File: src/rtl/mem_port_arbiter.sv
// Two-requester arbiter for a single synchronous memory port.
// Round-robin with a bounded burst lock; read data returns one cycle after grant.
module mem_port_arbiter #(
    parameter int ADDR_WIDTH = 12,
    parameter int DATA_WIDTH = 16,
    parameter int MAX_BURST  = 4
) (
    input  logic                  clk_i,
    input  logic                  rst_i,
    input  logic                  a_req_i,
    input  logic                  a_we_i,
    input  logic                  a_lock_i,
    input  logic [ADDR_WIDTH-1:0] a_addr_i,
    input  logic [DATA_WIDTH-1:0] a_wdata_i,
    output logic                  a_gnt_o,
    output logic                  a_rvalid_o,
    output logic [DATA_WIDTH-1:0] a_rdata_o,
    input  logic                  b_req_i,
    input  logic                  b_we_i,
    input  logic                  b_lock_i,
    input  logic [ADDR_WIDTH-1:0] b_addr_i,
    input  logic [DATA_WIDTH-1:0] b_wdata_i,
    output logic                  b_gnt_o,
    output logic                  b_rvalid_o,
    output logic [DATA_WIDTH-1:0] b_rdata_o,
    output logic [ADDR_WIDTH-1:0] mem_addr_o,
    output logic [DATA_WIDTH-1:0] mem_value_o,
    input  logic [DATA_WIDTH-1:0] mem_value_i,
    output logic                  mem_enable_o,
    output logic                  mem_wr_en_o,
    output logic                  mem_rd_en_o
);

    localparam int CNT_W = $clog2(MAX_BURST + 1);
    localparam logic [CNT_W-1:0] CNT_MAX = CNT_W'(MAX_BURST - 1);

    typedef enum logic {
        PORT_A = 1'b0,
        PORT_B = 1'b1
    } port_t;

    port_t            own_q;
    port_t            rsel_q;
    port_t            winner;
    logic             act_q;
    logic             rv_q;
    logic [CNT_W-1:0] cnt_q;
    logic             grant;
    logic             own_lock;
    logic             sel_we;

    always_comb begin
        own_lock = (own_q == PORT_A) ? a_lock_i : b_lock_i;
        // Gating with rst_i keeps every strobe low for the whole reset interval.
        grant    = rst_i && (a_req_i || b_req_i);
        winner   = PORT_A;
        if (a_req_i && b_req_i) begin
            if (own_lock && act_q && (cnt_q < CNT_MAX))
                winner = own_q;
            else
                winner = (own_q == PORT_A) ? PORT_B : PORT_A;
        end else if (b_req_i) begin
            winner = PORT_B;
        end
        sel_we = (winner == PORT_A) ? a_we_i : b_we_i;
    end

    always_comb begin
        a_gnt_o      = grant && (winner == PORT_A);
        b_gnt_o      = grant && (winner == PORT_B);
        mem_enable_o = grant;
        mem_wr_en_o  = grant && sel_we;
        mem_rd_en_o  = grant && !sel_we;
        mem_addr_o   = '0;
        mem_value_o  = '0;
        if (grant) begin
            mem_addr_o  = (winner == PORT_A) ? a_addr_i  : b_addr_i;
            mem_value_o = (winner == PORT_A) ? a_wdata_i : b_wdata_i;
        end
    end

    assign a_rvalid_o = rv_q && (rsel_q == PORT_A);
    assign b_rvalid_o = rv_q && (rsel_q == PORT_B);
    assign a_rdata_o  = mem_value_i;
    assign b_rdata_o  = mem_value_i;

    always_ff @(posedge clk_i or negedge rst_i) begin
        if (!rst_i) begin
            own_q  <= PORT_B;
            act_q  <= 1'b0;
            cnt_q  <= '0;
            rv_q   <= 1'b0;
            rsel_q <= PORT_A;
        end else begin
            rv_q   <= grant && !sel_we;
            rsel_q <= winner;
            if (grant) begin
                if (act_q && (winner == own_q))
                    cnt_q <= (cnt_q == CNT_MAX) ? cnt_q : cnt_q + 1'b1;
                else
                    cnt_q <= '0;
                own_q <= winner;
                act_q <= 1'b1;
            end else begin
                act_q <= 1'b0;
                cnt_q <= '0;
            end
        end
    end

    a_gnt_exclusive: assert property (@(posedge clk_i) disable iff (!rst_i) !(a_gnt_o && b_gnt_o));

endmodule
File: config.mk
export PLATFORM = sky130hd
export DESIGN_NAME = mem_port_arbiter
export DESIGN_NICKNAME = d
export VERILOG_FILES = /design/src/rtl/mem_port_arbiter.sv
export SDC_FILE = /design/constraint.sdc
export NUM_CORES = 1
export LEC_CHECK = 0
export CAP_MARGIN = 0
export CORE_ASPECT_RATIO = 1.25
export CORE_UTILIZATION = 26
export DETAILED_ROUTE_END_ITERATION = 12
export PLACE_DENSITY = 0.86
export SLEW_MARGIN = 10
export SYNTH_ARGS = -nofsm -noshare
export SYNTH_HDL_FRONTEND = slang
export SYNTH_SLANG_ARGS = --single-unit
File: constraint.sdc
create_clock -name clk_i -period 3.4 [get_ports clk_i]
set_input_delay 0.34 -clock clk_i [delete_from_list [all_inputs] [get_ports clk_i]]
set_output_delay 0.34 -clock clk_i [all_outputs]
set_load 0.005 [all_outputs]
==> impl_metrics.env, run 1 <==
export IMPL_firstDrtPassIters=4
export IMPL_fp_row_count=25
export IMPL_postSynthCellCount=114
export IMPL_start_util_pct=27.44
export IMPL_wl_met1_mm=1.119
export IMPL_port_buffers=98
export IMPL_path_cells="clkdlybuf4s50_1 > nand2_1 > nor3_4 > buf_4 > a22o_1 > clkdlybuf4s50_1"
export IMPL_hold_violations=0
export IMPL_synth_compound_area_share_pct=33.69
export IMPL_max_freq_ghz=0.3571
export IMPL_postRouteAntennaNets=0
export IMPL_wl_met2_mm=1.602
export IMPL_dieArea_sq_mm=0.004287
export IMPL_clkSlewWorstSetupHoldPaths_ns=0.04
export IMPL_cpPeakStageDelay_ns=0.73
export IMPL_finalMaxSlewViolations=0
export IMPL_startpoint_type="input pin"
export IMPL_top_layer="met4"
export IMPL_wl_mm=3.197
export IMPL_worst_pin_slew_ns=0.5152
export IMPL_whs_ns=0.4158
export IMPL_cts_max_level=1
export IMPL_clk_path_buf_depth=2
export IMPL_overflow=0
export IMPL_vias_per_cell=4.598
export IMPL_synthTopCellsByArea="a22o_1, buf_4, dfrtp_1, buf_6, dfstp_2"
export IMPL_tritoncts="built"
export IMPL_synthTopCellsByCount="buf_4, a22o_1, buf_6, dfrtp_1, inv_1"
export IMPL_dp_cells=230
export IMPL_yosys_warnings=0
export IMPL_wire_per_inst_microns=13.66
export IMPL_n_antenna_cell=0
export IMPL_clk_latency_ns=0.23
export IMPL_drc=0
export IMPL_synth_most_common_cell="buf_4"
export IMPL_synth_top_area_share_pct=24.25
export IMPL_crit_path_frequent_cell="clkdlybuf4s50_1"
export IMPL_grt_max_degree=31
export IMPL_grt_pass1_vias=942
export IMPL_p_leak_nw=0.7291
export IMPL_final_setup_skew_ns=0.0001869
export IMPL_drive_above_1_share_pct=8.333
export IMPL_dp_hpwl_mm=2.575
export IMPL_post_cts_buffers=0
export IMPL_wl_met3_microns=427
export IMPL_slew_headroom_pct=65.43
export IMPL_die_w_microns=58.77
export IMPL_critical_path_top_delay_family="buffers and inverters"
export IMPL_status="completed"
export IMPL_synth_area_sq_mm=0.001047
export IMPL_grt_pass1_wl_mm=4.416
export IMPL_grt_setup_unrepaired="false"
export IMPL_synth_yosys_seq_area_share_pct=16.85
export IMPL_rrSetupSlack_ns=1.92
export IMPL_crit_buf_inv=3
export IMPL_fin_crit_ns=2.800
export IMPL_tns_ns=0
export IMPL_slowest_stage="clkdlybuf4s50_1"
export IMPL_synth_top_family_by_area="compound AO/OA/AOI/OAI gates"
export IMPL_cts_buffers=3
export IMPL_synth_edf_count=0
export IMPL_finalCritPeriodShare_pct=82.35
export IMPL_hold_class="in2async"
export IMPL_area_growth_syn_to_layout_pct=77.18
export IMPL_cts_hold_buf=0
export IMPL_synth_distinct_cells=32
export IMPL_grtUsageTotal_pct=13.49
export IMPL_final_setup_viol_count=0
export IMPL_synth_top_flop_cell="dfrtp_1"
export IMPL_fillers=377
export IMPL_routed_via_count=1076
export IMPL_antenna_found_initial=0
export IMPL_cts_resized=0
export IMPL_critical_path_class="in2out"
export IMPL_core_sq_mm=0.003816
export IMPL_ys_seq_elements=7
export IMPL_setup_slack_ns=0.6000
export IMPL_synth_fa_ha_area_share_pct=2.389
export IMPL_ioPinCount=147
export IMPL_worstPathRequired_ns=3.06
export IMPL_postSynthAreaPerCell_sq_um=9.186
export IMPL_yosys_mux_area_fraction_pct=2.031
export IMPL_end_kind="primary output"
export IMPL_root_buffer="clkbuf_8"
export IMPL_fin_cells=234
export IMPL_synth_xor_area_share_pct=0.8363
export IMPL_nNetsFinal=263
export IMPL_utilization_pct=48.62
export IMPL_yosysTopAreaCell="a22o_1"
export IMPL_synth_simple_area_share_pct=13.02
export IMPL_drt_iter0_drc=47
export IMPL_dp_slack_ns=0.5760
export IMPL_cap_violations=0
export IMPL_peakVddDrop_mv=0.2405
export IMPL_gp_congestion=0.7101
export IMPL_syn_nets=196
export IMPL_die_y_microns=72.96
export IMPL_numClockSinks=7
export IMPL_synthArstFlopShare_pct=100.0
export IMPL_power_density_mw_per_mm2=231.9
export IMPL_crit_arrival_ns=2.46
export IMPL_crit_fanout=30
-- registers in the layout (all words and copies together) (netlist names) --
| register | flops |
|---|---|
| cnt_q | 3 |
| act_q | 1 |
| own_q | 1 |
| rsel_q | 1 |
| rv_q | 1 |
-- worst register-to-register path, delay by kind of cell, from the launching register on --
kind,cells,cell delay (ns)
DFF,1,0.43
AOI/OAI and AO/OA,1,0.35
and+or+nand+nor,2,0.31
muxes,1,0.29
-- cell families after synthesis --
group                      count (synthesis)
xor gates and xnor gates                   1
adders and majority gates                  2
and+or+nand+nor                           21
DFF                                        7
buffers and inverters                     43
muxes                                      2
AOI/OAI and AO/OA                         38
-- layer usage --
metal	vias to the layer above	global-route usage (%)
met4	0	7.143
met5	-	0
met3	4	3.723
met1	483	13.10
li1	524	-
met2	65	25.25
-- path summary, 6_finish.rpt --
kind | start | endpoint | cells past startpoint
worst min register to register | own_q | own_q | 1
max in group asynchronous | rst_i | own_q | 1
worst max register to register | cnt_q[2] | rv_q | 4
worst min-delay path | rst_i | cnt_q[1] | 1
min in group clk_i | own_q | own_q | 1
worst max-delay path | rst_i | mem_value_o[3] | 6
-- layout by cell type, fill, tap and decap left out, drive strengths merged, types with 3 or more instances in the layout --
master and instances:
nor4 3, dfrtp 6, inv 5, nand2 4, clkbuf 3, nor2 4, clkdlybuf4s50 98, a22o 29
-- report_power, final --
| part | switching [mW] | internal (mW) |
|---|---|---|
| Sequential | 0.00533 | 0.0900 |
| Clock | 0.0394 | 0.0796 |
| Combinational | 0.0668 | 0.149 |
-- stage by stage --
step,instance area (sq um),power [mW]
floorplan,1047,0.2030
global placement,1809,0.3119
detailed placement,1809,0.3142
CTS,1856,0.4369
global route,1856,0.4560
finish,1856,0.4303
-- cell type report --
type                    count  area [sq um]  share of cell area, %
clock buffers               3         41.29                  2.225
clock inverters             1         5.005                 0.2697
inverters                   5         18.77                  1.011
multi-input cells          64         550.5                  29.67
flip-flops and latches      7         176.4                  9.508
well taps                  54         67.56                  3.641
repair buffers            100         996.0                  53.67
No activity file was read; power rests on OpenSTA's default activity.
==> run 2, diff against run 1 <==
--- a/config.mk
+++ b/config.mk
@@ -7,9 +7,9 @@
 export LEC_CHECK = 0
 export CAP_MARGIN = 0
 export CORE_ASPECT_RATIO = 1.25
-export CORE_UTILIZATION = 26
+export CORE_UTILIZATION = 24
 export DETAILED_ROUTE_END_ITERATION = 12
-export PLACE_DENSITY = 0.86
+export PLACE_DENSITY = 0.8
 export SLEW_MARGIN = 10
 export SYNTH_ARGS = -nofsm -noshare
 export SYNTH_HDL_FRONTEND = slang
==> constraint.sdc (replaced) <==
create_clock -name clk_i -period 2.7 [get_ports clk_i]
set_input_delay 0.27 -clock clk_i [delete_from_list [all_inputs] [get_ports clk_i]]
set_output_delay 0.27 -clock clk_i [all_outputs]
set_load 0.005 [all_outputs]
==> impl_metrics.env, run 2 (synthesized netlist as in run 1, its figures left out) <==
export IMPL_status="completed"
export IMPL_final_setup_skew_ns=0.003128
export IMPL_path_cells="nor2b_4 > a311oi_2 > nor3_4 > a22o_1 > clkdlybuf4s50_1"
export IMPL_die_w_microns=61.09
export IMPL_crit_fanout=15
export IMPL_cts_buffers=3
export IMPL_finalCritPeriodShare_pct=94.44
export IMPL_tns_ns=0
export IMPL_utilization_pct=47.88
export IMPL_root_buffer="clkbuf_8"
export IMPL_overflow=0
export IMPL_timing_rr_start="cnt_q[2]"
export IMPL_max_freq_ghz=0.3922
export IMPL_power_density_mw_per_mm2=284.0
export IMPL_slowest_stage="nor3_4"
export IMPL_grt_pass1_vias=1065
export IMPL_layout_commonest_cell="clkdlybuf4s50_1"
export IMPL_postRouteAntennaNets=0
export IMPL_largest_reg_flops=3
export IMPL_whs_ns=0.4061
export IMPL_nNetsFinal=274
export IMPL_numClockSinks=7
export IMPL_dp_slack_ns=-0.1469
export IMPL_port_buffers=98
export IMPL_startpoint_type="flip-flop"
export IMPL_top_register="cnt_q"
export IMPL_hold_violations=0
export IMPL_wl_mm=3.586
export IMPL_final_setup_viol_count=0
export IMPL_worstPathRequired_ns=2.43
export IMPL_fillers=402
export IMPL_critical_path_top_delay_family="simple AND/OR/NAND/NOR gates"
export IMPL_area_growth_syn_to_layout_pct=88.89
export IMPL_crit_arrival_ns=2.28
export IMPL_cpPeakStageDelay_ns=0.56
export IMPL_slew_headroom_pct=61.40
export IMPL_clk_latency_ns=0.23
export IMPL_cts_hold_buf=0
export IMPL_peakVddDrop_mv=0.2045
export IMPL_worstRegToRegCells=4
export IMPL_hold_class="in2async"
export IMPL_wire_per_inst_microns=14.52
export IMPL_antenna_found_initial=0
export IMPL_start_util_pct=25.35
export IMPL_p_leak_nw=0.7861
export IMPL_drc=0
export IMPL_setup_slack_ns=0.1500
export IMPL_rrSetupSlack_ns=1.21
export IMPL_drive_above_1_share_pct=13.61
export IMPL_drt_iter0_drc=25
export IMPL_cts_max_level=1
export IMPL_tritoncts="built"
export IMPL_grt_setup_unrepaired="false"
export IMPL_clkSlewWorstSetupHoldPaths_ns=0.04
export IMPL_routed_via_count=1129
export IMPL_vias_per_cell=4.571
export IMPL_fp_row_count=26
export IMPL_n_antenna_cell=0
export IMPL_grtUsageTotal_pct=14.16
export IMPL_dp_hpwl_mm=2.922
export IMPL_grt_max_degree=29
export IMPL_crit_buf_inv=1
export IMPL_ioPinCount=147
export IMPL_worst_pin_slew_ns=0.5771
export IMPL_critical_path_class="reg2out"
export IMPL_firstDrtPassIters=4
export IMPL_core_sq_mm=0.004131
export IMPL_gp_congestion=0.8279
export IMPL_end_kind="primary output"
export IMPL_die_y_microns=75.86
export IMPL_mostFrequentLayoutCells="clkdlybuf4s50_1, a22o_1, buf_4"
export IMPL_timing_rr_end="rv_q"
export IMPL_finalMaxSlewViolations=0
export IMPL_clk_path_buf_depth=2
export IMPL_fin_crit_ns=2.550
export IMPL_grt_pass1_wl_mm=4.726
export IMPL_cap_violations=0
export IMPL_dieArea_sq_mm=0.004634
[run 2: worst max path at each step]
stage          cells past startpoint  slack (ns)     start         endpoint
2_1_floorplan                      5        1.07     own_q  mem_value_o[10]
3_3_place_gp                       5       -0.15     rst_i   mem_value_o[4]
3_5_place_dp                       5       -0.15     rst_i  mem_value_o[15]
4_1_cts                            5        0.02  cnt_q[2]  mem_value_o[15]
5_1_grt                            5        0.02  cnt_q[2]    mem_addr_o[9]
6_report                           5        0.15  cnt_q[2]   mem_value_o[7]
[run 2: final cells by class]
class | count | area (sq um) | share of cell area, %
well taps | 56 | 70.07 | 3.542
flip-flops and latches | 7 | 176.4 | 8.918
clock buffers | 4 | 45.04 | 2.277
repair buffers | 110 | 1096 | 55.41
inverters | 5 | 18.77 | 0.9488
multi-input cells | 65 | 571.8 | 28.91
[run 2: per-stage QoR]
stage,power (mW),cell area (sq um),cells
global route,0.6033,1978,247
floorplan,0.2557,1047,114
detailed placement,0.4098,1892,241
global placement,0.4076,1892,241
finish,0.5619,1978,247
CTS,0.5653,1958,246
[run 2: per-layer routing]
metal	GRT usage, %	wire [microns]
met1	13.39	1201
met2	25.24	1823
met3	6.961	520
met4	6.566	41
met5	0	0
[run 2: report_power, final]
part	leakage (nW)	internal, mW	switching (mW)
Sequential	0.0898	0.113	0.00650
Combinational	0.673	0.204	0.0923
Clock	0.0228	0.102	0.0440
Total	0.786	0.419	0.143
[run 2: what timing repair did]
item | 4_1_cts | 5_1_grt
setup endpoints to repair | 30 | 15
gates cloned | 1 | 0
setup buffers | 0 | 1
pin swaps | 1 | 1
resized for setup | 2 | 0
endpoints found under the hold margin | 0 | 0
